==> src/rtl/fetch_unit.sv <==
// Instruction-fetch stage: owns the PC, drives the imem request/grant/response handshake, fills IF/ID.
// Optional feature: FETCH_MISALIGN_CHK_EN adds a sticky fetch_misalign flag that parks fetch on a misaligned redirect.
module fetch_unit #(
    parameter logic [31:0] RESET_PC = 32'h0000_0000
) (
    input  logic        clk,
    input  logic        reset,
    input  logic [31:0] pc_next,
    input  logic        pc_redirect,
    input  logic        stall,
    input  logic        flush,
    output logic        imem_req,
    output logic [31:0] imem_addr,
    input  logic        imem_gnt,
    input  logic        imem_rvalid,
    input  logic [31:0] imem_rdata,
    output logic [31:0] pc_current,
    output logic [31:0] add_pc_out,
    output logic        if_id_valid,
    output logic [31:0] if_id_pc,
    output logic [31:0] if_id_instr,
    output logic [31:0] if_id_pc_plus4
`ifdef FETCH_MISALIGN_CHK_EN
    ,
    output logic        fetch_misalign
`endif
);

    typedef enum logic [1:0] {
        S_REQ  = 2'd0,
        S_WAIT = 2'd1,
        S_HOLD = 2'd2,
        S_PARK = 2'd3
    } state_t;

    state_t      state_q;
    logic        req_q;
    logic        drop_q;
    logic [31:0] pc_q;
    logic        buf_valid_q;
    logic [31:0] buf_pc_q;
    logic [31:0] buf_instr_q;
    logic        if_id_valid_q;
    logic [31:0] if_id_pc_q;
    logic [31:0] if_id_instr_q;
    logic [31:0] if_id_pc_plus4_q;
    logic        misalign_q;
    logic        misalign_hit;
    logic [31:0] target_d;
    logic [31:0] pc_plus4_d;
    logic        flush_any;

`ifdef FETCH_MISALIGN_CHK_EN
    assign target_d       = pc_next;
    assign misalign_hit   = pc_redirect && (pc_next[1:0] != 2'b00);
    assign fetch_misalign = misalign_q;
`else
    assign target_d       = {pc_next[31:2], 2'b00};
    assign misalign_hit   = 1'b0;
    assign misalign_q     = 1'b0;
`endif

    assign pc_plus4_d     = pc_q + 32'd4;
    assign flush_any      = flush || pc_redirect;

    assign imem_req       = req_q && !reset;
    assign imem_addr      = pc_q;
    assign pc_current     = pc_q;
    assign add_pc_out     = pc_plus4_d;
    assign if_id_valid    = if_id_valid_q;
    assign if_id_pc       = if_id_pc_q;
    assign if_id_instr    = if_id_instr_q;
    assign if_id_pc_plus4 = if_id_pc_plus4_q;

    always_ff @(posedge clk) begin
        if (reset) begin
            state_q          <= S_REQ;
            req_q            <= 1'b1;
            pc_q             <= RESET_PC;
            buf_valid_q      <= 1'b0;
            buf_pc_q         <= '0;
            buf_instr_q      <= '0;
            if_id_valid_q    <= 1'b0;
            if_id_pc_q       <= '0;
            if_id_instr_q    <= '0;
            if_id_pc_plus4_q <= '0;
            // A transaction in flight at reset still owes a response; remember to swallow it.
            if (state_q == S_WAIT)
                drop_q <= !imem_rvalid;
            else if (imem_rvalid)
                drop_q <= 1'b0;
`ifdef FETCH_MISALIGN_CHK_EN
            misalign_q       <= 1'b0;
`endif
        end else begin
`ifdef FETCH_MISALIGN_CHK_EN
            if (misalign_hit)
                misalign_q <= 1'b1;
`endif
            if (flush_any) begin
                if_id_valid_q <= 1'b0;
                buf_valid_q   <= 1'b0;
            end else if (!stall) begin
                if_id_valid_q <= 1'b0;
            end

            case (state_q)
                S_REQ: begin
                    // A stale response may still arrive here after a reset.
                    if (drop_q && imem_rvalid)
                        drop_q <= 1'b0;
                    if (pc_redirect) begin
                        pc_q <= target_d;
                        if (imem_gnt) begin
                            state_q <= S_WAIT;
                            req_q   <= 1'b0;
                            drop_q  <= 1'b1;
                        end else if (misalign_hit) begin
                            state_q <= S_PARK;
                            req_q   <= 1'b0;
                        end
                    end else if (imem_gnt) begin
                        state_q <= S_WAIT;
                        req_q   <= 1'b0;
                    end
                end

                S_WAIT: begin
                    if (pc_redirect) begin
                        pc_q <= target_d;
                        if (imem_rvalid) begin
                            drop_q  <= 1'b0;
                            state_q <= misalign_hit ? S_PARK : S_REQ;
                            req_q   <= !misalign_hit;
                        end else begin
                            drop_q  <= 1'b1;
                        end
                    end else if (imem_rvalid) begin
                        if (drop_q) begin
                            drop_q  <= 1'b0;
                            state_q <= misalign_q ? S_PARK : S_REQ;
                            req_q   <= !misalign_q;
                        end else begin
                            pc_q <= pc_plus4_d;
                            if (flush) begin
                                state_q <= S_REQ;
                                req_q   <= 1'b1;
                            end else if (!stall) begin
                                if_id_valid_q    <= 1'b1;
                                if_id_pc_q       <= pc_q;
                                if_id_instr_q    <= imem_rdata;
                                if_id_pc_plus4_q <= pc_plus4_d;
                                state_q          <= S_REQ;
                                req_q            <= 1'b1;
                            end else begin
                                buf_valid_q <= 1'b1;
                                buf_pc_q    <= pc_q;
                                buf_instr_q <= imem_rdata;
                                state_q     <= S_HOLD;
                                req_q       <= 1'b0;
                            end
                        end
                    end
                end

                S_HOLD: begin
                    if (pc_redirect) begin
                        pc_q    <= target_d;
                        state_q <= misalign_hit ? S_PARK : S_REQ;
                        req_q   <= !misalign_hit;
                    end else if (flush) begin
                        state_q <= S_REQ;
                        req_q   <= 1'b1;
                    end else if (!stall) begin
                        if_id_valid_q    <= buf_valid_q;
                        if_id_pc_q       <= buf_pc_q;
                        if_id_instr_q    <= buf_instr_q;
                        if_id_pc_plus4_q <= buf_pc_q + 32'd4;
                        buf_valid_q      <= 1'b0;
                        state_q          <= S_REQ;
                        req_q            <= 1'b1;
                    end
                end

                default: begin
                    state_q <= S_PARK;
                    req_q   <= 1'b0;
                end
            endcase
        end
    end

endmodule

==> config.mk <==
export PLATFORM = sky130hd
export DESIGN_NAME = fetch_unit
export DESIGN_NICKNAME = d
export VERILOG_FILES = /design/src/rtl/fetch_unit.sv
export SDC_FILE = /design/constraint.sdc
export NUM_CORES = 1
export LEC_CHECK = 0
export ABC_AREA = 0
export CORE_MARGIN = 4
export CORE_UTILIZATION = 49
export CTS_CLUSTER_DIAMETER = 100
export DETAILED_ROUTE_END_ITERATION = 7
export PLACE_DENSITY_LB_ADDON = 0.15
export SYNTH_ARGS = -nofsm -noshare
export SYNTH_HDL_FRONTEND = slang
export SYNTH_SLANG_ARGS = --single-unit
==> constraint.sdc <==
create_clock -name clk -period 2.8 [get_ports clk]
set_clock_uncertainty 0.05 [all_clocks]
set_input_delay 0.28 -clock clk [delete_from_list [all_inputs] [get_ports clk]]
set_output_delay 0.28 -clock clk [all_outputs]
set_load 0.05 [all_outputs]
==> metrics.log, run 1 <==
INFO  metric post_synth_fa_ha_maj_area_fraction = 0.00782
INFO  metric multi_input_area = 5300 sq um
INFO  metric hpwl = 20500 um
INFO  metric cts_sinks = 190
INFO  metric finalHoldWorstSlack = 0.0168 ns
INFO  metric post_cts_hold_buffer_count = 0
INFO  metric crit_path_start_kind = flip-flop
INFO  metric worst_path_largest_cell_delay = 0.59 ns
INFO  metric max-slew-margin-rel = 0.486
INFO  metric cts.path.max_buffers = 2
INFO  metric port_buffers = 252
INFO  metric drt_wl_total = 29800 um
INFO  metric synthFlopType = sky130_fd_sc_hd__dfxtp_1
INFO  metric number_of_nets_in_the_finished_design = 1482
INFO  metric timing.rr.end = if_id_pc_plus4[22]$_SDFFE_PP0P_
INFO  metric max_freq = 364 MHz
INFO  metric p_leak = 4.66 nW
INFO  metric grt.total_usage = 0.264
INFO  metric pin_count_of_the_biggest_net_entering_global_routing = 83
INFO  metric floorplan.die_area = 21900 sq um
INFO  metric setup_total_negative_slack = 0 ns
INFO  metric criticalPathCategory = reg2out
INFO  metric rows = 50
INFO  metric post_synthesis_instance_area = 9610 sq um
INFO  metric area_growth_syn_to_layout = 39.2%
INFO  metric dieHeight = 148 um
INFO  metric critical_path.max_fanout = 9
INFO  metric rsz_0062_raised_after_global_routing = true
INFO  metric register_area = 3840 sq um
INFO  metric whs_endpoint = buf_instr_q[0]$_SDFFE_PP0P_
INFO  metric vias = 9386
INFO  metric average_cell_area_after_synthesis = 7.99 sq um
INFO  metric clock_insertion_delay_worst_skew = 0.43 ns
INFO  metric grt_pass1_wl = 47200 um
INFO  metric final_layout_size_suffix_gt1_frac = 0.129
INFO  metric asyncSetResetFlopFracSynth = 0
INFO  metric ff2ff_setup_slack = 0.31 ns
INFO  metric drt-initial-drc-count = 715
INFO  metric clock_input_transition_at_the_sequential_cells_of_the_worst_setup_and_hold_paths = 0.07 ns
INFO  metric cts_tree = built
INFO  metric clk_root_buffer_cell = sky130_fd_sc_hd__clkbuf_16
INFO  metric slowest_stage = sky130_fd_sc_hd__or4_4
INFO  metric timing.final.crit_share = 0.982
INFO  metric placeableCoreArea = 19000 sq um
INFO  metric synth-seq-cells = 190
INFO  metric cap_violations = 0
INFO  metric grt_antenna_before_repair = 0
INFO  metric antenna_violating_nets_post_route = 0
INFO  metric grt-ovfl-total = 0
INFO  metric synth_enable_flop_cells = 1
INFO  metric pwr_density_cell = 798 nW/um^2
INFO  metric timing_max_transition_violations_final = 0
INFO  metric ys_warn_count = 0
INFO  metric synth_area_in_compound_gates = 0.187
INFO  metric final-setup-viol-count = 0
INFO  metric place_worst_setup_slack = 0.261 ns
INFO  metric post-route-worst-setup-slack = 0.0494 ns
INFO  metric min_delay_path_depth = 2
INFO  metric initial_utilization = 0.505
INFO  metric first_global_vias = 8730
INFO  metric timing.critical_path.required = 2.47 ns
INFO  metric htree_num_levels = 4
INFO  metric reg_to_reg_start = buf_pc_q[3]$_SDFFE_PP0P_
INFO  metric fill_cells = 1583
INFO  metric worstHoldPathType = in2reg
INFO  metric post_synth_xor_area_fraction = 0.0435
INFO  metric die_width = 148 um
INFO  metric antenna_cells_inserted = 0
INFO  metric hold_start = reset
INFO  metric synth.area.mux_share = 0.0677
INFO  metric drc_errors = 0
INFO  metric worst_slew_pin_slew = 0.771 ns
INFO  metric synthCells = 1202
INFO  metric rr_worst_depth = 7
INFO  metric synth_top_family_by_area = simple AND/OR/NAND/NOR gates
INFO  metric run_status = complete, no violations
INFO  metric synth_seq_area_share = 0.397
INFO  metric worst_ep_arrival_time = 2.42 ns
INFO  metric final.min_clock_period = 2.75 ns
INFO  metric detail_route.wl_per_cell = 17.8 um
INFO  metric worst_ir_drop_vdd = 0.000509 V
INFO  metric drt_pass1_iterations = 6
INFO  metric ports = 265
INFO  metric post_synth_and_or_nand_nor_area_fraction = 0.212
INFO  metric post_detailed_route_via_to_cell_ratio = 5.60
INFO  metric final_wtd_congestion = 0.891
INFO  metric hold_viol_final = 0
INFO  metric tritoncts.num_buffers = 17
INFO  metric synth_cell_types = 62
INFO  metric cp_cell_sequence = nand4_1 > or4_4 > nor4_4 > buf_4 > xor2_4 > buf_12
INFO  metric setup.worst_path.end_class = output pin
-- synthesized netlist by cell type, drive strengths merged, types with 13 or more instances --
library cell  count  area, sq um
nand4            13         87.6
and3             14         87.6
a211oi           66          495
nand2           192          721
inv              18         67.6
nor3             16         96.4
o21ai            35          175
nand3            46          235
nor2            127          479
xnor2            29          262
xor2             17          156
mux2i            65          651
dfxtp           189         3780
a21oi           108          544
o211ai           18          135
buf              63          435
clkbuf           82          309
-- metal layers --
metal / share of wire / wire length (um) / GRT usage / up-vias
met1: 0.42 / 12500 / 0.356 / 4425
met4: 0.023 / 700 / 0.0688 / 0
met5: 0 / 0 / 0 / -
met3: 0.082 / 2450 / 0.0671 / 49
met2: 0.47 / 14100 / 0.425 / 380
li1: - / - / - / 4532
-- cells in the final DEF (no fill, tap or decap), types with 7 or more instances in the layout --
cell type,count
sky130_fd_sc_hd__dfxtp_1,179
sky130_fd_sc_hd__a21oi_1,107
sky130_fd_sc_hd__nand4_1,12
sky130_fd_sc_hd__clkdlybuf4s50_1,224
sky130_fd_sc_hd__nor3_1,11
sky130_fd_sc_hd__o21ai_0,31
sky130_fd_sc_hd__nand3_1,44
sky130_fd_sc_hd__inv_1,18
sky130_fd_sc_hd__o211ai_1,18
sky130_fd_sc_hd__a22oi_1,11
sky130_fd_sc_hd__mux2i_1,65
sky130_fd_sc_hd__nor2_1,125
sky130_fd_sc_hd__a211oi_1,66
sky130_fd_sc_hd__nand2_1,189
sky130_fd_sc_hd__xnor2_1,24
sky130_fd_sc_hd__buf_12,22
sky130_fd_sc_hd__conb_1,10
sky130_fd_sc_hd__clkbuf_16,17
sky130_fd_sc_hd__and3_1,13
sky130_fd_sc_hd__o31ai_1,8
sky130_fd_sc_hd__xor2_1,7
sky130_fd_sc_hd__buf_4,71
-- report_power, final --
group          internal, mW  total (mW)  switching [mW]
sequential             2.94        3.18           0.231
combinational          1.81        5.01            3.20
clock                  1.36        2.49            1.12
total                  6.12        10.7            4.56
-- kinds of logic (layout without fill, tap and decap cells) --
family / Yosys count / in the layout
multiplexers: 65 / 65
flip-flops: 190 / 190
adder cells (fa/ha/maj): 6 / 6
buffers and inverters: 163 / 369
AND/OR/NAND/NOR: 450 / 450
other: 1 / 10
AO/OA/AOI/OAI: 281 / 281
XOR/XNOR: 46 / 46
-- final cells by class --
| cell class | count | share of cell area |
|---|---|---|
| multi-input cells | 858 | 0.396 |
| clock inverters | 13 | 0.0113 |
| well taps | 260 | 0.0243 |
| inverters | 18 | 0.00505 |
| repair buffers | 320 | 0.243 |
| clock buffers | 18 | 0.0328 |
| flip-flops and latches | 190 | 0.287 |
-- critical path, delay by kind of cell (launching register included) --
family        cells  cell delay, ns
xor+xnor          1            0.20
simple gates      3            1.02
flops             1            0.41
buf+inv           2            0.34
-- how the worst max path moves through the flow --
stage	start	endpoint	slack, ns	cells past startpoint
floorplan	imem_addr[15]$_SDFFE_PP0P_	if_id_pc_plus4[29]$_SDFFE_PP0P_	0.03	6
global route	imem_addr[2]$_SDFFE_PP0P_	add_pc_out[29]	-0.05	6
finish	imem_addr[2]$_SDFFE_PP0P_	add_pc_out[29]	0.05	6
detailed placement	imem_addr[2]$_SDFFE_PP0P_	add_pc_out[26]	0.26	6
global placement	imem_addr[2]$_SDFFE_PP0P_	add_pc_out[26]	0.33	6
CTS	imem_addr[7]$_SDFFE_PP0P_	add_pc_out[29]	0.006	6
-- registers in the layout (all words and copies together) (netlist names), 2 cells and up --
name	cells
if_id_pc	30
imem_addr	30
if_id_instr	32
state_q	2
buf_pc_q	30
buf_instr_q	32
if_id_pc_plus4	30
-- timing repair --
action                                  in CTS  in global routing
resized for setup                            7                 20
endpoints found under the setup margin       9                 19
setup buffers                                3                  9
pin swaps                                    4                  5
-- through the flow --
| step | cells | util | instance area [sq um] | total power, mW |
|---|---|---|---|---|
| floorplan | 1211 | - | 9800 | 6.58 |
| global placement | 1634 | 0.661 | 12600 | 8.10 |
| detailed placement | 1634 | 0.661 | 12600 | 8.14 |
| CTS | 1668 | 0.695 | 13200 | 10.6 |
| global route | 1677 | 0.703 | 13400 | 11.2 |
| finish | 1677 | 0.703 | 13400 | 10.7 |
Power figures use the tool's default switching activity.
==> run 2: changes to the inputs <==
CTS_BUF_LIST = sky130_fd_sc_hd__clkbuf_16   (was not set)
GPL_TIMING_DRIVEN = 1   (was not set)
SLEW_MARGIN = 0   (was not set)
==> run 2 against run 1 <==
Compared with the run above: sequential share of layout area hardly changed; total power down 0.26%; sequential power hardly changed; clock-buffer cell count shrank 1.
==> metrics.log, run 2 (synthesis results as in run 1) <==
INFO  metric run_status = complete, no violations
INFO  metric first_global_vias = 8685
INFO  metric antenna_violating_nets_post_route = 0
INFO  metric port_buffers = 252
INFO  metric mostFrequentLayoutCell = sky130_fd_sc_hd__clkdlybuf4s50_1
INFO  metric crit_path_start_kind = flip-flop
INFO  metric routed.top_layer = met4
INFO  metric finish.utilization = 0.701
INFO  metric clock_insertion_delay_worst_skew = 0.43 ns
INFO  metric grt.total_usage = 0.263
INFO  metric max-slew-margin-rel = 0.485
INFO  metric critical_path.max_fanout = 7
INFO  metric vias = 9406
INFO  metric timing_max_transition_violations_final = 0
INFO  metric final.min_clock_period = 2.73 ns
INFO  metric max_freq = 366 MHz
INFO  metric pin_count_of_the_biggest_net_entering_global_routing = 83
INFO  metric die_width = 148 um
INFO  metric worst_slew_pin_slew = 0.772 ns
INFO  metric cts_sinks = 190
INFO  metric worst_ep_arrival_time = 2.40 ns
INFO  metric hpwl = 20500 um
INFO  metric drt-initial-drc-count = 725
INFO  metric dpl-instance-area = 12600 sq um
INFO  metric detail_route.wl_per_cell = 17.8 um
INFO  metric initial_utilization = 0.505
INFO  metric p_leak = 4.65 nW
INFO  metric pwr_density_cell = 798 nW/um^2
INFO  metric htree_num_levels = 4
INFO  metric timing.final.crit_share = 0.975
INFO  metric grt_pass1_wl = 47000 um
INFO  metric route.met2.wl = 14000 um
INFO  metric design_power_total = 10.6 mW
INFO  metric number_of_nets_in_the_finished_design = 1481
INFO  metric drt_pass1_iterations = 6
INFO  metric dieHeight = 148 um
INFO  metric met3_wirelength = 2290 um
INFO  metric final-setup-viol-count = 0
INFO  metric final_layout_size_suffix_gt1_frac = 0.125
INFO  metric tritoncts.num_buffers = 17
INFO  metric placeableCoreArea = 19000 sq um
INFO  metric cap_violations = 0
INFO  metric worstHoldPathType = in2reg
INFO  metric clock_input_transition_at_the_sequential_cells_of_the_worst_setup_and_hold_paths = 0.07 ns
INFO  metric rows = 50
INFO  metric grt-ovfl-total = 0
INFO  metric grt_antenna_before_repair = 0
INFO  metric stdcell_area = 13300 sq um
INFO  metric clk_root_buffer_cell = sky130_fd_sc_hd__clkbuf_16
INFO  metric drt_wl_total = 29800 um
INFO  metric drc_errors = 0
INFO  metric cts.path.max_buffers = 2
INFO  metric top_library_cells_by_usage_in_the_layout_fill_and_taps_aside = sky130_fd_sc_hd__clkdlybuf4s50_1 (224), sky130_fd_sc_hd__nand2_1 (189), sky130_fd_sc_hd__dfxtp_1 (181)
INFO  metric final_wtd_congestion = 0.891
INFO  metric worst_ir_drop_vdd = 0.000508 V
INFO  metric post_cts_hold_buffer_count = 0
INFO  metric cts_tree = built
INFO  metric setup.worst_path.end_class = output pin
INFO  metric ports = 265
INFO  metric timing.critical_path.required = 2.47 ns
INFO  metric criticalPathCategory = reg2out
INFO  metric antenna_cells_inserted = 0
INFO  metric hold_viol_final = 0
INFO  metric area_growth_syn_to_layout = 38.9%
INFO  metric fill_cells = 1597
INFO  metric met1_length = 12900 um
INFO  metric floorplan.die_area = 21900 sq um
INFO  metric rsz_0062_raised_after_global_routing = true
INFO  metric post_detailed_route_via_to_cell_ratio = 5.61
## run 2: cell types whose count changed in the layout (fill, tap and decap cells not counted), sizes merged
| cell | change |
|---|---|
| clkbuf | -1 |
| buf | -1 |
| clkinv | +1 |
## run 2: worst paths after layout
path,startpoint,end,slack (ns),depth (start not counted)
min reg2reg,buf_instr_q[2]$_SDFFE_PP0P_,buf_instr_q[2]$_SDFFE_PP0P_,0.40,2
max,imem_addr[4]$_SDFFE_PP0P_,add_pc_out[29],0.07,6
max reg2reg,buf_pc_q[2]$_SDFFE_PP0P_,if_id_pc_plus4[22]$_SDFFE_PP0P_,0.29,7
min,reset,buf_instr_q[0]$_SDFFE_PP0P_,0.02,2
## run 2: power breakdown
part           internal [mW]  switching (mW)  leakage (nW)  total, mW
logic                   1.81            3.21          2.81       5.02
clock network           1.33            1.12         0.290       2.45
registers               2.94           0.229          1.55       3.17
total                   6.09            4.56          4.65       10.6
## run 2: critical path, stage by stage (launching register included)
cell,delay [ns]
sky130_fd_sc_hd__dfxtp_1,0.40
sky130_fd_sc_hd__nand4_1,0.20
sky130_fd_sc_hd__or4_4,0.59
sky130_fd_sc_hd__nor4_4,0.23
sky130_fd_sc_hd__buf_4,0.18
sky130_fd_sc_hd__xor2_4,0.20
sky130_fd_sc_hd__buf_12,0.17
## run 2: layout make-up
cell class / instances / area [sq um] / share of cell area
inverters: 18 / 67.6 / 0.00506
clock inverters: 14 / 155 / 0.0116
well taps: 260 / 325 / 0.0244
clock buffers: 17 / 425 / 0.0319
multi-input cells: 858 / 5290 / 0.396
repair buffers: 319 / 3240 / 0.243
flip-flops and latches: 190 / 3830 / 0.287
## run 2: per-layer routing
layer  global-route usage  vias to the layer above
li1                     -                     4527
met3               0.0632                       46
met4               0.0651                        0
met1                0.358                     4479
met2                0.424                      354
met5                    0                        -
## run 2: through the flow
stage	hold slack, ns	setup TNS [ns]	std cells	setup slack (ns)
floorplan	0.366	0	1211	0.0287
global placement	0.391	0	1634	0.328
detailed placement	0.396	0	1634	0.261
CTS	0.00587	0	1668	0.00567
global route	0.00630	-0.0291	1676	-0.0191
finish	0.0187	0	1676	0.0695
## run 2: timing repair
| action | in CTS | in global routing |
|---|---|---|
| resized for setup | 8 | 15 |
| setup endpoints to repair | 9 | 17 |
| pin swaps | 4 | 2 |
| hold endpoints to repair | 0 | 0 |
| setup buffers | 3 | 8 |
==> run 3: changes to the inputs <==
--- a/config.mk
+++ b/config.mk
@@ -14,5 +14,5 @@
 export GPL_TIMING_DRIVEN = 1
 export PLACE_DENSITY_LB_ADDON = 0.15
-export SLEW_MARGIN = 0
+export SLEW_MARGIN = 30
 export SYNTH_ARGS = -nofsm -noshare
 export SYNTH_HDL_FRONTEND = slang
--- a/constraint.sdc
+++ b/constraint.sdc
@@ -3,3 +3,3 @@
 set_input_delay 0.28 -clock clk [delete_from_list [all_inputs] [get_ports clk]]
 set_output_delay 0.28 -clock clk [all_outputs]
-set_load 0.05 [all_outputs]
+set_load 0.005 [all_outputs]
==> run 3 against run 2 <==
Compared with the run above: non-clock buffer count grew 22; global-route usage shrank 0.13 points; core utilization shrank 0.22 points; die area is the same; setup slack lost 0.033 ns; fmax shrank 1.2%; largest cell class unchanged; largest power group unchanged.
==> metrics.log, run 3 (synthesis results as in run 1) <==
INFO  metric first_global_vias = 8724
INFO  metric post_cts_hold_buffer_count = 0
INFO  metric max_freq = 362 MHz
INFO  metric worstHoldPathType = in2reg
INFO  metric clock_input_transition_at_the_sequential_cells_of_the_worst_setup_and_hold_paths = 0.07 ns
INFO  metric worst_slew_pin_slew = 0.695 ns
INFO  metric worst_path_largest_cell_delay = 0.48 ns
INFO  metric grt_pass1_wl = 46600 um
INFO  metric worst_ep_arrival_time = 3.05 ns
INFO  metric initial_utilization = 0.505
INFO  metric final_layout_size_suffix_gt1_frac = 0.125
INFO  metric fill_cells = 1617
INFO  metric final-setup-viol-count = 0
INFO  metric setup_total_negative_slack = 0 ns
INFO  metric htree_num_levels = 4
INFO  metric timing.final.crit_share = 0.987
INFO  metric run_status = complete, no violations
INFO  metric rows = 50
INFO  metric drt_pass1_iterations = 6
INFO  metric pwr_density_cell = 676 nW/um^2
INFO  metric ports = 265
INFO  metric pin_count_of_the_biggest_net_entering_global_routing = 123
INFO  metric critical_path.max_fanout = 6
INFO  metric grt.total_usage = 0.262
INFO  metric cts.path.max_buffers = 2
INFO  metric slowest_stage = sky130_fd_sc_hd__or3_4
INFO  metric dieHeight = 148 um
INFO  metric clk_root_buffer_cell = sky130_fd_sc_hd__clkbuf_16
INFO  metric timing.critical_path.required = 3.09 ns
INFO  metric cap_violations = 0
INFO  metric top_library_cells_by_usage_in_the_layout_fill_and_taps_aside = sky130_fd_sc_hd__clkdlybuf4s50_1 (234), sky130_fd_sc_hd__nand2_1 (191), sky130_fd_sc_hd__dfxtp_1 (181)
INFO  metric area_growth_syn_to_layout = 38.4%
INFO  metric drt-initial-drc-count = 908
INFO  metric crit_path_frequent_cell = sky130_fd_sc_hd__buf_4
INFO  metric cts_sinks = 190
INFO  metric rsz_0062_raised_after_global_routing = true
INFO  metric floorplan.die_area = 21900 sq um
INFO  metric grt-ovfl-total = 0
INFO  metric port_buffers = 252
INFO  metric grt_antenna_before_repair = 3
INFO  metric final.min_clock_period = 2.76 ns
INFO  metric setup.worst_path.end_class = flip-flop
INFO  metric drc_errors = 0
INFO  metric tritoncts.num_buffers = 17
INFO  metric vias = 9476
INFO  metric worst_ir_drop_vdd = 0.000632 V
INFO  metric hpwl = 20400 um
INFO  metric cp_cell_sequence = buf_4 > nand2_1 > or3_4 > buf_4 > nor3_4 > xor2_1 > buf_4 > buf_4 > buf_4 > buf_4 > buf_4 > buf_4 > nor2_1 > o31ai_1
INFO  metric design_power_total = 8.98 mW
INFO  metric crit_path_start_kind = flip-flop
INFO  metric placeableCoreArea = 19000 sq um
INFO  metric timing_max_transition_violations_final = 0
INFO  metric max-slew-margin-rel = 0.537
INFO  metric clock_insertion_delay_worst_skew = 0.43 ns
INFO  metric final_wtd_congestion = 0.890
INFO  metric number_of_nets_in_the_finished_design = 1503
INFO  metric mostFrequentLayoutCell = sky130_fd_sc_hd__clkdlybuf4s50_1
INFO  metric p_leak = 4.83 nW
INFO  metric antenna_violating_nets_post_route = 0
INFO  metric hold_viol_final = 0
INFO  metric die_width = 148 um
INFO  metric post_detailed_route_via_to_cell_ratio = 5.57
INFO  metric criticalPathCategory = reg2reg
INFO  metric detail_route.wl_per_cell = 17.7 um
INFO  metric cts_tree = built
INFO  metric drt_wl_total = 30100 um
## run 3: cell count changes in the layout (fill, tap and decap cells not counted), moves of 4 or more
| cell | change |
|---|---|
| sky130_fd_sc_hd__buf_12 | -17 |
| sky130_fd_sc_hd__buf_4 | +11 |
| sky130_fd_sc_hd__clkdlybuf4s50_1 | +10 |
| sky130_fd_sc_hd__clkinvlp_4 | +5 |
| sky130_fd_sc_hd__dfxtp_2 | +4 |
| sky130_fd_sc_hd__dfxtp_4 | -4 |
| sky130_fd_sc_hd__dlygate4sd2_1 | +6 |
| sky130_fd_sc_hd__dlymetal6s2s_1 | +6 |
| sky130_fd_sc_hd__xor2_1 | +5 |
| sky130_fd_sc_hd__xor2_4 | -5 |
## run 3: worst paths after layout
check | slack, ns | cells past startpoint | to | startpoint
setup / recovery | 0.04 | 14 | imem_addr[22]$_SDFFE_PP0P_ | imem_addr[5]$_SDFFE_PP0P_
hold / removal | 0.03 | 2 | buf_pc_q[31]$_SDFFE_PP0P_ | reset
setup reg to reg | 0.04 | 14 | imem_addr[22]$_SDFFE_PP0P_ | imem_addr[5]$_SDFFE_PP0P_
hold reg to reg | 0.40 | 2 | if_id_pc_plus4[4]$_SDFFE_PP0P_ | if_id_pc_plus4[4]$_SDFFE_PP0P_
## run 3: per-stage QoR
step / instance area, sq um / instances / worst slack (ns) / util / hold slack, ns
floorplan: 9640 / 1211 / 0.548 / - / 0.366
global placement: 12300 / 1642 / 0.182 / 0.648 / 0.390
detailed placement: 12300 / 1642 / 0.175 / 0.648 / 0.395
CTS: 13100 / 1687 / -0.134 / 0.688 / 0.0233
global route: 13300 / 1701 / -0.0449 / 0.699 / 0.0378
finish: 13300 / 1701 / 0.0369 / 0.699 / 0.0326
## run 3: what timing repair did
item	4_1_cts	5_1_grt
hold endpoints to repair	0	0
resized for setup	35	33
buffers inserted	13	12
endpoints found under the setup margin	16	15
pin swaps	8	13
cloned	0	0
## run 3: metal layers
| layer | global-route usage | part of all wire | wire length, um |
|---|---|---|---|
| met5 | 0 | 0.00043 | 13 |
| met2 | 0.419 | 0.47 | 14200 |
| met3 | 0.0671 | 0.087 | 2620 |
| met1 | 0.345 | 0.41 | 12500 |
| met4 | 0.0905 | 0.027 | 806 |
## run 3: critical path: cells and delay by family (launching register included)
kind | cells | cell delay (ns)
flip-flops | 1 | 0.35
XOR/XNOR | 1 | 0.24
buffers and inverters | 8 | 0.96
AO/OA/AOI/OAI | 1 | 0.25
AND/OR/NAND/NOR | 4 | 0.82
## run 3: area by class of cell
cell class,instances,area [sq um],area share
diodes,2,5.00,0.000376
clock buffers,17,425,0.0320
clock inverters,15,139,0.0104
inverters,18,67.6,0.00508
multi-input cells,858,5250,0.395
flip-flops and latches,190,3820,0.288
well taps,260,325,0.0245
repair buffers,341,3260,0.245
## run 3: power breakdown
part	leakage, nW	switching, mW	internal, mW
Clock	0.267	1.13	1.24
Sequential	1.54	0.183	2.94
Combinational	3.02	1.81	1.68
